===== config.mk =====
export PLATFORM = sky130hd
export DESIGN_NAME = seq_mag_comparator
export DESIGN_NICKNAME = d
export VERILOG_FILES = /design/src/rtl/seq_mag_comparator.sv
export SDC_FILE = /design/constraint.sdc
export NUM_CORES = 1
export LEC_CHECK = 0
export ABC_AREA = 1
export BUFFER_PORTS_ARGS = -buffer_cell sky130_fd_sc_hd__buf_2
export CAP_MARGIN = 5
export CORE_ASPECT_RATIO = 1.4
export CORE_MARGIN = 4
export CORE_UTILIZATION = 40
export DETAILED_ROUTE_END_ITERATION = 10
export PLACE_DENSITY = 0.72
export SYNTH_ARGS = -nofsm -noshare
export SYNTH_HDL_FRONTEND = slang
export SYNTH_SLANG_ARGS = --single-unit

===== constraint.sdc =====
create_clock -name clk -period 1.67 [get_ports clk]
set_input_delay 0.0835 -clock clk [delete_from_list [all_inputs] [get_ports clk]]
set_output_delay 0.0835 -clock clk [all_outputs]
set_load 0.05 [all_outputs]

===== src/rtl/seq_mag_comparator.sv =====
// seq_mag_comparator: bit-serial magnitude comparator.
// Captures A/B/signed_mode on start and walks the operands MSB-first, one bit
// pair per cycle. It stops at the first differing bit, or at bit 0 if the
// operands are equal. The result flags are registered and one-hot after the
// first completed comparison.
module seq_mag_comparator #(
    parameter int WIDTH = 8
) (
    input  logic             clk,
    input  logic             rst_n,
    input  logic             start,
    input  logic             signed_mode,
    input  logic [WIDTH-1:0] A,
    input  logic [WIDTH-1:0] B,
    output logic             busy,
    output logic             done,
    output logic             A_greater_B,
    output logic             A_less_B,
    output logic             A_equal_B
);

    localparam int IW = (WIDTH > 1) ? $clog2(WIDTH) : 1;
    localparam logic [IW-1:0] IDX_MSB = IW'(WIDTH - 1);

    typedef enum logic [1:0] {
        S_IDLE  = 2'd0,
        S_SHIFT = 2'd1,
        S_DONE  = 2'd2
    } state_t;

    state_t          r_state;
    logic [WIDTH-1:0] r_a;
    logic [WIDTH-1:0] r_b;
    logic            r_signed;
    logic [IW-1:0]   r_idx;
    logic            r_busy;
    logic            r_done;
    logic            r_gt;
    logic            r_lt;
    logic            r_eq;

    logic            w_bit_a;
    logic            w_bit_b;
    logic            w_at_msb;
    logic            w_gt;

    assign w_bit_a  = r_a[r_idx];
    assign w_bit_b  = r_b[r_idx];
    assign w_at_msb = (r_idx == IDX_MSB);
    // A set bit in A at the first difference means A is larger. The exception
    // is the sign bit in two's-complement mode, where a set bit means negative.
    assign w_gt     = w_bit_a ^ (r_signed & w_at_msb);

    // Sequencer plus registered outputs. The flags change only on DONE entry.
    always_ff @(posedge clk or negedge rst_n) begin
        if (!rst_n) begin
            r_state  <= S_IDLE;
            r_a      <= '0;
            r_b      <= '0;
            r_signed <= 1'b0;
            r_idx    <= '0;
            r_busy   <= 1'b0;
            r_done   <= 1'b0;
            r_gt     <= 1'b0;
            r_lt     <= 1'b0;
            r_eq     <= 1'b0;
        end else begin
            r_done <= 1'b0;
            case (r_state)
                S_IDLE: begin
                    if (start) begin
                        r_a      <= A;
                        r_b      <= B;
                        r_signed <= signed_mode;
                        r_idx    <= IDX_MSB;
                        r_busy   <= 1'b1;
                        r_state  <= S_SHIFT;
                    end
                end
                S_SHIFT: begin
                    if (w_bit_a != w_bit_b) begin
                        r_gt    <= w_gt;
                        r_lt    <= ~w_gt;
                        r_eq    <= 1'b0;
                        r_done  <= 1'b1;
                        r_state <= S_DONE;
                    end else if (r_idx == '0) begin
                        r_gt    <= 1'b0;
                        r_lt    <= 1'b0;
                        r_eq    <= 1'b1;
                        r_done  <= 1'b1;
                        r_state <= S_DONE;
                    end else begin
                        // Decrement only when above zero, so the index cannot wrap.
                        r_idx <= r_idx - 1'b1;
                    end
                end
                S_DONE: begin
                    r_busy  <= 1'b0;
                    r_state <= S_IDLE;
                end
                default: begin
                    r_busy  <= 1'b0;
                    r_state <= S_IDLE;
                end
            endcase
        end
    end

    assign busy        = r_busy;
    assign done        = r_done;
    assign A_greater_B = r_gt;
    assign A_less_B    = r_lt;
    assign A_equal_B   = r_eq;

endmodule


==> flow_summary.yaml <==
run_status:
  status: "completed"
critical_path:
  crit_slowest_cell: "dfrtp_2"
  reg2reg_depth: 11
  path_class: "reg -> reg"
  startpoint_type: "flop"
  critPathTopFamily: "simple AND/OR/NAND/NOR gates"
  critPathMostFrequentCell: "nand2_1"
  r2r_end: "A_greater_B"
  crit_arrival_ns: 1.66
  path_cells: "buf_12 > nand2_1 > nand3_1 > nand2_1 > nand2_1 > nand2_1 > nand2_1 > nand2_1 > nand3_1 > nand2_1 > inv_1"
  crit_required_ns: 1.84
  ff2ff_setup_slack_ns: 0.18
  path_buf_inv: 2
  slowest_delay_ns: 0.45
  worstReg2RegStart: "r_idx[0]"
  cp-end-kind: "flop"
  critPathMaxFanout: 10
synthesis:
  synth_nets: 190
  ys_seq_area_frac: 0.492
  synthCells: 167
  yosys_register_bits: 27
  avgSynthCellArea_um2: 8.23
  synth.area.top_cells: "dfrtp_1 (49%), nand2_1 (13%), nand3_1 (6.9%)"
  ys_types: 18
  synth_top_area_cell: "dfrtp_1"
  syn_area_mm2: 0.00137
  synth_top_area_share: 0.492
  yosysWarnings: 0
sta:
  slew_headroom: 0.609
  maxSlewViolCount: 0
  hold_ws_ns: 0.0376
  post-route-period-util: 0.893
  tns_ns: 0
  finalSetupViolCount: 0
  postLayoutSetupSlackWorst_ns: 0.179
  max_freq_mhz: 671
  clock_skew_ns: 0.00257
  tightest_slew_ns: 0.587
  rsz0062_at_grt: "no"
  finalCriticalPeriod_ns: 1.49
  hold_viol: 0
floorplan:
  ios: 25
  die_h_um: 77.3
  rows: 24
  design.die.area_mm2: 0.00445
  die_x_um: 57.5
  start_util: 0.428
  core_area_mm2: 0.00321
drt:
  drc: 0
  routedWlPerCell_um: 11.2
  drtIter0Drc: 27
  drt_wl_total_mm: 2.62
  postRouteAntennaNets: 0
  drtPass1Iterations: 4
  route.vias.total: 1107
  via_per_inst: 4.75
final_layout:
  finalNetCount: 218
  seq_area_um2: 677
  diodes: 0
  syn2layout_area_growth_pct: 17.4
  multi_input_area_um2: 589
  nFillCells: 308
  drive_above_1_share: 0.237
place:
  dp_slack_ns: 0.0435
  gp_congestion: 0.807
  portBuffers: 24
  dp_hpwl_mm: 1.91
cts:
  clock_sinks: 27
  cts_tree: "yes"
  cts_buffers: 3
  clock_path_buffers: 2
  cts_root_buf: "clkbuf_8"
  clock_latency_ns: 0.27
  clk_pin_slew_worst_paths_ns: 0.08
  ctsHtreeMaxLevel: 1
global_route:
  grt_pass1_vias: 1103
  antenna_found_initial: 0
  grt.total_usage: 0.129
  grt_start_max_net_pins: 36
  grt_pass1_wl_mm: 4.55
  grt_overflow: 0
pwr:
  cellLeakagePower_nw: 0.888
  max-vdd-ir-drop_uv: 823
  power_density_mw_per_mm2: 2090
worst_hold_path:
  hp-class: "in -> reg"
  hold-path-cell-count: 2
  min_to: "r_a[4]"
  worstHoldStart: "A[4]"
run:
  drv_cap: 0
[how the worst max path moves through the flow]
stage	start	endpoint	depth (start not counted)
6_report	r_idx[0]	A_greater_B	11
5_1_grt	r_idx[1]	A_greater_B	10
4_1_cts	r_idx[0]	A_greater_B	11
3_5_place_dp	r_idx[0]	A_greater_B	11
3_3_place_gp	r_idx[0]	A_greater_B	11
2_1_floorplan	r_idx[0]	A_greater_B	11
[layout by cell type, fill, tap and decap left out, types with 2 or more instances in the layout]
cell      netlist  layout
buf_2           3      24
nor2_1         14      14
nand2_2         4       4
mux2_2          5       5
a21oi_1        13      13
nand3_1        19      19
nand3_2         3       3
inv_1          20      20
inv_2           2       2
o21ai_0         2       2
clkbuf_8        0       3
dfrtp_1        27      26
buf_12          0       2
ha_1            3       3
nand2_1        47      47
[report_power, final]
part           switching, mW  total [mW]  internal, mW  leakage [nW]
Sequential             0.171        1.14         0.972         0.309
Combinational           1.20        1.86         0.665         0.556
Clock                  0.187       0.358         0.171        0.0228
Total                   1.56        3.37          1.81         0.888
[per-stage QoR]
step / util / area (µm²) / cells / power [mW]
2_1_floorplan: - / 1370 / 167 / 2.59
3_3_place_gp: 0.478 / 1540 / 227 / 2.93
3_5_place_dp: 0.478 / 1540 / 227 / 2.96
4_1_cts: 0.495 / 1590 / 232 / 3.32
5_1_grt: 0.502 / 1610 / 233 / 3.70
6_report: 0.502 / 1610 / 233 / 3.37
[area by class of cell]
class | count | area share
repair buffers | 27 | 0.106
multi-input cells | 114 | 0.365
clock buffers | 4 | 0.0279
flip-flops and latches | 27 | 0.420
well taps | 39 | 0.0303
inverters | 22 | 0.0512
[synth_stat cells]
cell type   n
a21oi_1    13
buf_2       3
buf_6       1
dfrtp_1    27
ha_1        3
inv_1      20
inv_2       2
mux2_2      5
nand2_1    47
nand2_2     4
nand3_1    19
nand3_2     3
nand3_4     1
nand3b_1    1
nor2_1     14
nor2_4      1
o21ai_0     2
o21ai_1     1
[registers in the layout, indices dropped and copies added, names as in the netlist]
name	flops
r_signed	1
r_state	2
A_less_B	1
A_greater_B	1
A_equal_B	1
r_b	8
r_a	8
r_idx	3
done	1
busy	1
[routing by layer]
layer | routed length (µm) | GRT usage | vias up | part of all wire
met4 | 69 | 0.0835 | 0 | 0.026
met3 | 138 | 0.0249 | 6 | 0.053
met1 | 1040 | 0.143 | 500 | 0.40
met2 | 1370 | 0.219 | 25 | 0.52
li1 | - | - | 576 | -
met5 | 0 | 0 | - | 0
[repair_timing]
| action | in CTS | in global routing |
|---|---|---|
| setup endpoints to repair | 0 | 9 |
| gates resized for setup | 0 | 1 |
| hold buffers | 1 | 0 |
| buffers inserted | 0 | 1 |
| endpoints found under the hold margin | 27 | 0 |
[logic make-up after synthesis]
logic type,count (synthesis),synth area share
simple gates,90,0.302
flops,27,0.492
buf+inv,26,0.0792
compound gates,16,0.0583
mux,5,0.0410
fa+ha+maj,3,0.0273
(Power assumes the default switching activity.)
